### src/rtl/ft_rr_arb_if.sv
// Bundle of the requester faces (flow-through FIFO valid/data/last/pop) and
// the registered output handshake shared by the arbiter and its neighbours.
interface ft_rr_arb_if #(
    parameter int NUM_REQ    = 4,
    parameter int DATA_WIDTH = 32,
    parameter int SRC_W      = 2
);
    logic [NUM_REQ-1:0]            req_valid;
    logic [NUM_REQ*DATA_WIDTH-1:0] req_data;
    logic [NUM_REQ-1:0]            req_last;
    logic [NUM_REQ-1:0]            req_pop;
    logic                          out_valid;
    logic [DATA_WIDTH-1:0]         out_data;
    logic                          out_last;
    logic [SRC_W-1:0]              out_src;
    logic                          out_ready;

    // Arbiter side: consumes requester faces, drives pops and the output beat.
    modport master (
        input  req_valid, req_data, req_last, out_ready,
        output req_pop, out_valid, out_data, out_last, out_src
    );

    // Environment side: upstream FIFOs and the downstream consumer.
    modport slave (
        output req_valid, req_data, req_last, out_ready,
        input  req_pop, out_valid, out_data, out_last, out_src
    );
endinterface

### src/rtl/ft_rr_arb.sv
// Round-robin arbiter that pops one flow-through FIFO per cycle into a single
// registered output stage. With PKT_LOCK set, a grant is held from the first
// beat of a packet until its last beat so packets never interleave.
module ft_rr_arb #(
    parameter int NUM_REQ    = 4,
    parameter int DATA_WIDTH = 32,
    parameter int PKT_LOCK   = 1,
    parameter int SRC_W      = 2
) (
    input  logic          clk,
    input  logic          rst_n,
    ft_rr_arb_if.master   bus,
    output logic          locked
);

    // Requester slots padded up to a power of two so any SRC_W-bit index is
    // in range; absent slots read as never valid.
    localparam int               NSLOT     = 1 << SRC_W;
    localparam logic [SRC_W-1:0] LAST_IDX  = SRC_W'(NUM_REQ - 1);
    localparam logic [SRC_W:0]   NUM_REQ_W = (SRC_W + 1)'(NUM_REQ);

    typedef enum logic {
        ST_IDLE   = 1'b0,
        ST_LOCKED = 1'b1
    } state_t;

    state_t                r_state;
    state_t                w_state_next;
    logic [SRC_W-1:0]      r_lock_src;
    logic [SRC_W-1:0]      w_lock_src_next;
    logic [SRC_W-1:0]      r_rr_ptr;
    logic [SRC_W-1:0]      w_rr_ptr_next;

    logic                  r_out_valid;
    logic [DATA_WIDTH-1:0] r_out_data;
    logic                  r_out_last;
    logic [SRC_W-1:0]      r_out_src;

    logic [NSLOT-1:0]      w_valid_pad;
    logic [NSLOT-1:0]      w_last_pad;
    logic [DATA_WIDTH-1:0] w_data_pad [NSLOT];
    logic [SRC_W-1:0]      w_cand [NUM_REQ];

    logic                  w_arb_found;
    logic [SRC_W-1:0]      w_arb_idx;
    logic [SRC_W-1:0]      w_grant;
    logic                  w_have;
    logic                  w_load;
    logic                  w_fire;
    logic                  w_beat_last;

    genvar gi;

    // Map the flat requester buses onto padded per-slot views.
    generate
        for (gi = 0; gi < NSLOT; gi++) begin : g_slot
            if (gi < NUM_REQ) begin : g_real
                assign w_valid_pad[gi] = bus.req_valid[gi];
                assign w_last_pad[gi]  = bus.req_last[gi];
                assign w_data_pad[gi]  = bus.req_data[gi*DATA_WIDTH +: DATA_WIDTH];
            end else begin : g_absent
                assign w_valid_pad[gi] = 1'b0;
                assign w_last_pad[gi]  = 1'b0;
                assign w_data_pad[gi]  = '0;
            end
        end
    endgenerate

    // Candidate order rr_ptr, rr_ptr+1, ... wrapping at NUM_REQ (not at 2**SRC_W).
    generate
        for (gi = 0; gi < NUM_REQ; gi++) begin : g_rot
            logic [SRC_W:0] w_sum;
            assign w_sum       = {1'b0, r_rr_ptr} + (SRC_W + 1)'(gi);
            assign w_cand[gi]  = (w_sum >= NUM_REQ_W) ? SRC_W'(w_sum - NUM_REQ_W)
                                                      : w_sum[SRC_W-1:0];
        end
    endgenerate

    // First valid candidate in rotated order; scanning downward lets the
    // lowest offset win.
    always_comb begin
        w_arb_found = 1'b0;
        w_arb_idx   = '0;
        for (int k = NUM_REQ - 1; k >= 0; k--) begin
            if (w_valid_pad[w_cand[k]]) begin
                w_arb_found = 1'b1;
                w_arb_idx   = w_cand[k];
            end
        end
    end

    // While locked only the packet owner may be served, even if it is empty.
    assign w_grant     = (r_state == ST_LOCKED) ? r_lock_src : w_arb_idx;
    assign w_have      = (r_state == ST_LOCKED) ? w_valid_pad[r_lock_src] : w_arb_found;
    assign w_load      = !r_out_valid || bus.out_ready;
    assign w_fire      = rst_n && w_load && w_have;
    assign w_beat_last = w_last_pad[w_grant];

    // One-hot combinational pop to the granted FIFO.
    generate
        for (gi = 0; gi < NUM_REQ; gi++) begin : g_pop
            assign bus.req_pop[gi] = w_fire && (w_grant == SRC_W'(gi));
        end
    endgenerate

    // Next lock state and pointer: advance the pointer only when a grant ends.
    always_comb begin
        w_state_next    = r_state;
        w_lock_src_next = r_lock_src;
        w_rr_ptr_next   = r_rr_ptr;
        if (w_fire) begin
            if ((PKT_LOCK != 0) && !w_beat_last) begin
                w_state_next    = ST_LOCKED;
                w_lock_src_next = w_grant;
            end else begin
                w_state_next  = ST_IDLE;
                w_rr_ptr_next = (w_grant == LAST_IDX) ? '0 : w_grant + SRC_W'(1);
            end
        end
    end

    // Lock state, lock owner and round-robin pointer registers.
    always_ff @(posedge clk) begin
        if (!rst_n) begin
            r_state    <= ST_IDLE;
            r_lock_src <= '0;
            r_rr_ptr   <= '0;
        end else begin
            r_state    <= w_state_next;
            r_lock_src <= w_lock_src_next;
            r_rr_ptr   <= w_rr_ptr_next;
        end
    end

    // Output stage: refill whenever empty or being drained, else hold.
    always_ff @(posedge clk) begin
        if (!rst_n) begin
            r_out_valid <= 1'b0;
            r_out_data  <= '0;
            r_out_last  <= 1'b0;
            r_out_src   <= '0;
        end else if (w_load) begin
            r_out_valid <= w_fire;
            if (w_fire) begin
                r_out_data <= w_data_pad[w_grant];
                r_out_last <= w_beat_last;
                r_out_src  <= w_grant;
            end
        end
    end

    assign bus.out_valid = r_out_valid;
    assign bus.out_data  = r_out_data;
    assign bus.out_last  = r_out_last;
    assign bus.out_src   = r_out_src;
    assign locked        = (r_state == ST_LOCKED);

endmodule

### src/flat_wrapper.sv
// flat-port wrapper written by rule: the top's interface ports become plain ports
module ft_rr_arb_flat 
#(
    parameter int NUM_REQ    = 4,
    parameter int DATA_WIDTH = 32,
    parameter int PKT_LOCK   = 1,
    parameter int SRC_W      = 2
)
  (clk, rst_n, locked, bus_req_valid, bus_req_data, bus_req_last, bus_out_ready, bus_req_pop, bus_out_valid, bus_out_data, bus_out_last, bus_out_src);
  ft_rr_arb_if #(.NUM_REQ(NUM_REQ), .DATA_WIDTH(DATA_WIDTH), .SRC_W(SRC_W)) bus_i ();
  input  logic clk;
  input  logic rst_n;
  output logic locked;
  input wire logic [$bits(bus_i.req_valid)-1:0] bus_req_valid;
  input wire logic [$bits(bus_i.req_data)-1:0] bus_req_data;
  input wire logic [$bits(bus_i.req_last)-1:0] bus_req_last;
  input wire logic [$bits(bus_i.out_ready)-1:0] bus_out_ready;
  output wire logic [$bits(bus_i.req_pop)-1:0] bus_req_pop;
  output wire logic [$bits(bus_i.out_valid)-1:0] bus_out_valid;
  output wire logic [$bits(bus_i.out_data)-1:0] bus_out_data;
  output wire logic [$bits(bus_i.out_last)-1:0] bus_out_last;
  output wire logic [$bits(bus_i.out_src)-1:0] bus_out_src;
  assign bus_i.req_valid = bus_req_valid;
  assign bus_i.req_data = bus_req_data;
  assign bus_i.req_last = bus_req_last;
  assign bus_i.out_ready = bus_out_ready;
  assign bus_req_pop = bus_i.req_pop;
  assign bus_out_valid = bus_i.out_valid;
  assign bus_out_data = bus_i.out_data;
  assign bus_out_last = bus_i.out_last;
  assign bus_out_src = bus_i.out_src;
  ft_rr_arb #(.NUM_REQ(NUM_REQ), .DATA_WIDTH(DATA_WIDTH), .PKT_LOCK(PKT_LOCK), .SRC_W(SRC_W)) u_core (.clk(clk), .rst_n(rst_n), .bus(bus_i), .locked(locked));
endmodule
### config.mk
export PLATFORM = sky130hd
export DESIGN_NAME = ft_rr_arb_flat
export DESIGN_NICKNAME = d
export VERILOG_FILES = /design/src/rtl/ft_rr_arb_if.sv /design/src/rtl/ft_rr_arb.sv /design/src/flat_wrapper.sv
export SDC_FILE = /design/constraint.sdc
export NUM_CORES = 1
export LEC_CHECK = 0
export ABC_CLOCK_PERIOD_IN_PS = 3200
export CORE_UTILIZATION = 42
export CTS_CLUSTER_DIAMETER = 60
export DETAILED_ROUTE_END_ITERATION = 12
export GPL_TIMING_DRIVEN = 0
export HOLD_SLACK_MARGIN = 0.03
export PLACE_DENSITY = 0.95
export SYNTH_ARGS = -nofsm -noshare
export SYNTH_HDL_FRONTEND = slang
export SYNTH_SLANG_ARGS = --single-unit
### constraint.sdc
create_clock -name clk -period 3.2 [get_ports clk]
set_clock_uncertainty 0.1 [all_clocks]
set_input_delay 0.48 -clock clk [delete_from_list [all_inputs] [get_ports clk]]
set_output_delay 0.48 -clock clk [all_outputs]
set_load 0.02 [all_outputs]
Yosys cells after proc, flatten, opt, wreduce, memory -nomap -nowiden
Cells that the tools add are included.
{ "word_totals": {"rom_bits": 0, "latchBits": 0, "output_inout_bits": 41, "register_bits": 41, "mem_count": 0, "mem_bits_rw": 0} }
{ "classes": {"addsub": 8, "n_lt_le_gt_ge": 11, "n_shift": 0, "muxes": 31, "n_div": 0, "n_reduce_logical": 12, "mul": 0, "eq_ne": 3, "n_bitwise": 2} }
{ "op_table": {"columns": ["cell", "n"], "rows": [
  ["binary-select mux 32 bit (select 2 bit)", 1],
  ["two-way mux 32 bit", 2],
  ["two-way mux 2 bit", 10],
  ["less-than comparator 2 x 3 -> 1 bit (second input constant)", 6],
  ["binary-select mux 1 bit (select 2 bit)", 6],
  ["greater-or-equal comparator 3 bit (second input constant)", 4],
  ["two-way mux 1 bit", 12],
  ["subtractor 2 x 1 -> 2 bit (second input constant)", 4],
  ["adder 2 x 2 -> 3 bit (second input constant)", 2],
  ["logical AND 1 bit", 6],
  ["AND reduction 2 bit", 3],
  ["equality test 2 bit (second input constant)", 2],
  ["adder 2 x 1 -> 3 bit (second input constant)", 1],
  ["greater-or-equal comparator 2 x 3 -> 1 bit (second input constant)", 1],
  ["NOT 2 -> 3 bit", 1],
  ["adder 2 x 1 -> 2 bit (second input constant)", 1],
  ["equality test 2 x 1 -> 1 bit (second input constant)", 1],
  ["zero test 2 bit", 1],
  ["zero test 1 bit", 1],
  ["logical OR 1 bit", 1],
  ["NOT 1 bit", 1]
]} }

Depth between registers and ports, before layout
{ "depth": {"depth_word": 14, "depth_mapped": 10, "depth_no_buf": 9} }

Least setup slack after synthesis
No wires, ideal clock.
{ "synth_timing": {"path_type": "reg2out", "from": "register u_core.r_state (netlist: u_core.locked)", "to": "output port bus_req_pop[1]", "t_arrival_ns": 1.967, "path_stages_with_launch": 9, "path_slack_ns": 0.653, "t_required_ns": 2.620, "cell_sequence": "dfxtp_1 > buf_4 > nor2_1 > and4_1 > nor3_4 > inv_4 > buf_6 > ha_1 > and2_1"} }
{ "synth_between": {"elab_chain_cells": 3, "word_cells_on_any_way": 5} }
{ "synth_rtl": {"columns": ["item", "line_no", "rtl"], "rows": [
  ["start: declaration", "ft_rr_arb.sv:27", "state_t r_state;"],
  ["start signal: assignment", "ft_rr_arb.sv:129", "r_state <= w_state_next;"],
  ["two-way mux 2 bit", "ft_rr_arb.sv:93", "assign w_grant = (r_state == ST_LOCKED) ? r_lock_src : w_arb_idx;"],
  ["named net u_core.w_grant[0]", "ft_rr_arb.sv:46", "logic [SRC_W-1:0] w_grant;"],
  ["equality test 2 x 1 -> 1 bit", "ft_rr_arb.sv:102", "assign bus.req_pop[gi] = w_fire && (w_grant == SRC_W'(gi));"],
  ["logical AND 1 bit", "ft_rr_arb.sv:102", null],
  ["end: declaration", "flat_wrapper.sv:18", "output wire logic [$bits(bus_i.req_pop)-1:0] bus_req_pop;"]
]} }
The timed path passes the listed nets, and every way through them passes these cells.

Worst setup path after layout
{ "layout_timing": {"from": "input port bus_req_valid[1]", "to": "output port bus_req_pop[1]"} }
{ "layout_between": {"elab_chain_cells": 9, "word_cells_on_any_way": 23} }
{ "layout_rtl": {"columns": ["item", "line_no", "rtl"], "rows": [
  ["start: declaration", "flat_wrapper.sv:14", "input wire logic [$bits(bus_i.req_valid)-1:0] bus_req_valid;"],
  ["binary-select mux 1 bit (select 2 bit)", "ft_rr_arb.sv:85", "if (w_valid_pad[w_cand[k]]) begin"],
  ["two-way mux 1 bit (not written as such)", "ft_rr_arb.sv:85", null],
  ["two-way mux 2 bit (3 in series)", "ft_rr_arb.sv:85", null],
  ["two-way mux 2 bit (*)", "ft_rr_arb.sv:85", null],
  ["two-way mux 2 bit (*)", "ft_rr_arb.sv:93", null],
  ["named net u_core.w_grant[0]", "ft_rr_arb.sv:46", null],
  ["equality test 2 x 1 -> 1 bit (*)", "ft_rr_arb.sv:102", null],
  ["logical AND 1 bit (*)", "ft_rr_arb.sv:102", null]
]} }
The timed path passes the listed nets; every way through them passes the cells marked *. The select of a mux whose other input is x is not followed.

==> summary by stage <==
Logic synthesis
The commonest cells after synthesis are sky130_fd_sc_hd__and3_1, sky130_fd_sc_hd__dfxtp_1, sky130_fd_sc_hd__a211oi_1. The proportion of register bits with asynchronous set or reset after synthesis is 0%. The number of standard cells after synthesis is 353. The post-synthesis cell type count is 44.

The number of enable-type register cells in the synthesized netlist is 0. The cell with the most instances after synthesis is sky130_fd_sc_hd__and3_1. The share of synthesized cell area in and, or, nand and nor gates is 26.1%. Of the total synthesized cell area, the portion taken by full adders, half adders and majority gates is 1.56%. The synthesized cell area is 3210 um2.

After synthesis the netlist holds a flip-flop and latch count of 41. The combinational family with the most area after synthesis is compound AO/OA/AOI/OAI gates. The leading register cell type out of synthesis is sky130_fd_sc_hd__dfxtp_1. Each instance of the synthesized netlist takes up on average 9.10 um2. The synthesized-area fraction occupied by ao, oa, aoi and oai cells is 35.9%. Yosys attributes the largest share of cell area to sky130_fd_sc_hd__dfxtp_1, sky130_fd_sc_hd__and3_1, sky130_fd_sc_hd__a211oi_2.

The number of warnings printed during yosys synthesis is 0. The area share of the leading cell type in the synthesized netlist is 25.6%. For this run, the register share of the synthesized area comes to 25.6%. The synthesized netlist devotes 0% of its cell area to XOR and XNOR gates. sky130_fd_sc_hd__dfxtp_1 takes more of the synthesized area than any other cell. Synthesis produced a netlist with a net count of 496.

The multiplexer fraction of the synthesized cell area is 1.64%.

CTS
The maximum root-to-sink buffer count is 2. After clock tree synthesis, the clock-pin slew on the worst setup and hold paths is 80 ps. The CTS root buffer is sky130_fd_sc_hd__clkbuf_8.

TritonCTS built the clock tree. In this run the number of H-tree levels came out at 2. The clock buffer count from CTS is 5. At the later pin of the worst-skew pair, clock insertion delay measures 290 ps. The clock net in this run drives a total of 41 sinks.

Setup path
At the worst endpoint, the arrival time is 2430 ps. The worst setup path is captured at an output pin. The critical path goes through dlygate4sd2_1 -> or2_4 -> and4_2 -> nor3_4 -> buf_6 -> inv_4 -> buf_6 -> ha_1 -> and2_1 -> dlygate4sd2_1.

The kind of launch point of the worst setup path is a primary input. The critical path's slowest cell is sky130_fd_sc_hd__dlygate4sd2_1. The total number of cells along the worst setup path is 10. In this run the worst path has a maximum fanout of 11. Grouping stages by cell kind, the critical path spends the most delay in buffers and inverters. The worst setup path is of the primary input to output pin kind.

Together, buffers and inverters on the worst path number 5. The reg2reg setup slack is 790 ps. The number of cells traversed by the worst register-to-register path is 9.

The largest single stage delay on the critical path is 310 ps. The data required time at the worst endpoint is 2620 ps.

Finish
The share of cells above drive strength 1 is 21.1%. Registers take 821 um2. The number of nets at the end of the flow is 687. The multi-input combinational cells in the finished layout cover a total of 2120 um2.

The final core utilization is 72.0%. Relative to the synthesized area, the layout overhead comes to 64.4%. The repair_antennas step left the layout with diodes totalling 0. After filler insertion, the fill cell instance count of the layout stands at 551. Summing all non-filler instances in the final layout gives an area of 5280 um2.

Die
For this configuration, the core starts out at a cell density of 43.8%. From bottom edge to top edge, the die measures 89.4 um. The core region is 7330 um2. The die covers 8000 um2. During I/O placement, the number of pins put on the boundary was 180.

The horizontal die dimension is 89.4 um. The floorplan has 31 rows.

Routing
The iteration-0 DRC count of the detailed router is 209. The DRC violation count after routing is 0. The number of vias per cell after detailed routing is 5.74. The number of nets with antenna violations after detailed routing is 0.

The number of vias after detailed routing is 3694. The average wire length per cell after detail routing is 18.7 um. The number of search-and-repair iterations in the first detailed-routing pass is 5. The sum of routed wire length over all layers is 12.0 mm.

STA
Setup violations remaining at the end of the flow were counted as 0. Setup repair after global routing left no endpoint under its margin. The slew of the pin with the lowest slew margin is 613 ps. The post-route fraction of the period consumed by the critical path is 94.2%. The number of pins with negative max-slew slack in the final report is 0. The final hold violation count came to 0. The timing-limited maximum frequency is 0.332 GHz.

The time the worst path needs with I/O delays and setup is 3010 ps. The worst path meets setup with 186 ps of slack. The relative slew slack is 59.1%.

GRT
The first global-routing pass estimated 17.8 mm of wire. For this run, the total global-route usage over all layers was measured as 29.5%. The total global routing overflow is 0. The number of global-route vias before repair is 3661.

The number of antenna violations at the first check in global routing came to 0. Entering global routing, the biggest net connects 13 pins.

Pwr
The leakage power total is 2.15 nW. The power per cell area is 836 nW/um2. The total power draw is 4.41 mW. VDD sags by at most 544 uV.

Run
The number of maximum-capacitance violations is 0.

Placement
Detailed placement ended at an HPWL of 9.27 mm. Before CTS, the worst setup slack after placement is -579 ps. The placed instances occupy a cell area of 5120 um2. Routability-driven placement finished with a final weighted congestion of 0.898.

Input and output buffers added on the ports amount to 178.

Hold path
The kind of path behind the tightest hold check is flop to flop. The number of stages on the worst hold path is 2.

Status
The flow ran to the end, and the final reports show no timing, DRC or antenna violations.
-- final timing paths --
kind,startpoint,endpoint
max,bus_req_valid[1],bus_req_pop[1]
min,u_core.bus.out_data[5]$_SDFFE_PN0P_,u_core.bus.out_data[5]$_SDFFE_PN0P_
max reg2reg,u_core.r_rr_ptr[0]$_SDFFE_PN0P_,u_core.bus.out_data[3]$_SDFFE_PN0P_
min reg2reg,u_core.bus.out_data[5]$_SDFFE_PN0P_,u_core.bus.out_data[5]$_SDFFE_PN0P_
-- power breakdown --
part,switching [mW],internal (mW)
registers,0.157,0.761
logic,1.71,1.44
clock network,0.192,0.152
total,2.06,2.36
-- kinds of logic (layout without fill, tap and decap cells) --
kind of cell | Yosys count | after routing
multiplexers | 4 | 4
flip-flops | 41 | 41
AO/OA/AOI/OAI | 114 | 114
adder cells (fa/ha/maj) | 4 | 4
buffers and inverters | 45 | 237
AND/OR/NAND/NOR | 145 | 145
-- area by class of cell --
cell class,instances,area share (%)
Clock inverter,2,0.190
Buffer,38,5.21
Tap cell,99,2.35
Timing Repair Buffer,184,34.7
Inverter,7,0.545
Multi-Input combinational cell,267,40.1
Sequential cell,41,15.5
Clock buffer,6,1.37
-- layer usage --
layer | up-vias | GRT usage [%] | wire length [um]
li1 | 1742 | - | -
met1 | 1737 | 31.8 | 4650
met2 | 188 | 56.3 | 6250
met3 | 27 | 7.11 | 903
met4 | 0 | 9.52 | 220
met5 | - | 0 | 0
-- state kept, by name, indices dropped and copies added (netlist names) --
signal,count
u_core.bus.out_data,32
u_core.bus.out_last,1
u_core.bus.out_src,2
u_core.bus.out_valid,1
u_core.locked,1
u_core.r_lock_src,2
u_core.r_rr_ptr,2
-- repair_timing --
action                     CTS  global route
setup endpoints to repair    4             4
buffers inserted             6             0
gates resized for setup     16             5
hold buffers                 0             0
pin swaps                    3             0
-- per-stage QoR --
step / instances / hold slack (ps) / TNS (ps)
detailed placement: 630 / 346 / -2220
finish: 644 / 362 / 0
global route: 644 / 383 / 0
floorplan: 353 / 389 / 0
global placement: 630 / 337 / -2100
CTS: 644 / 365 / 0
-- worst reg2reg max path: stages (launching register included) --
cell,delay [ps]
sky130_fd_sc_hd__dfxtp_1,460
sky130_fd_sc_hd__nand2_1,110
sky130_fd_sc_hd__a221oi_2,300
sky130_fd_sc_hd__nand3_2,150
sky130_fd_sc_hd__buf_4,190
sky130_fd_sc_hd__buf_6,140
sky130_fd_sc_hd__clkbuf_1,250
sky130_fd_sc_hd__and3_1,280
sky130_fd_sc_hd__a211oi_2,240
sky130_fd_sc_hd__o31ai_2,80
-- placed cells by master, fill, tap and decap left out, types with 4 or more instances in the layout --
cell                              synthesis  final
sky130_fd_sc_hd__clkbuf_8                 0      5
sky130_fd_sc_hd__nand3_1                 22     22
sky130_fd_sc_hd__nand2_1                 28     28
sky130_fd_sc_hd__o31ai_2                 27     27
sky130_fd_sc_hd__ha_1                     4      4
sky130_fd_sc_hd__inv_1                    6      6
sky130_fd_sc_hd__buf_2                    6      4
sky130_fd_sc_hd__o21ai_0                  4      4
sky130_fd_sc_hd__nand4_1                  4      4
sky130_fd_sc_hd__buf_4                    5     11
sky130_fd_sc_hd__dlygate4sd2_1            0      4
sky130_fd_sc_hd__dfxtp_1                 41     41
sky130_fd_sc_hd__clkdlybuf4s50_1          0    170
sky130_fd_sc_hd__and2_1                   4      4
sky130_fd_sc_hd__o31ai_1                  8      8
sky130_fd_sc_hd__clkbuf_1                14     15
sky130_fd_sc_hd__and3_1                  65     65
sky130_fd_sc_hd__buf_6                   13     15
sky130_fd_sc_hd__a211oi_2                29     29
sky130_fd_sc_hd__a211oi_1                36     36
Power figures use the tool's default switching activity.
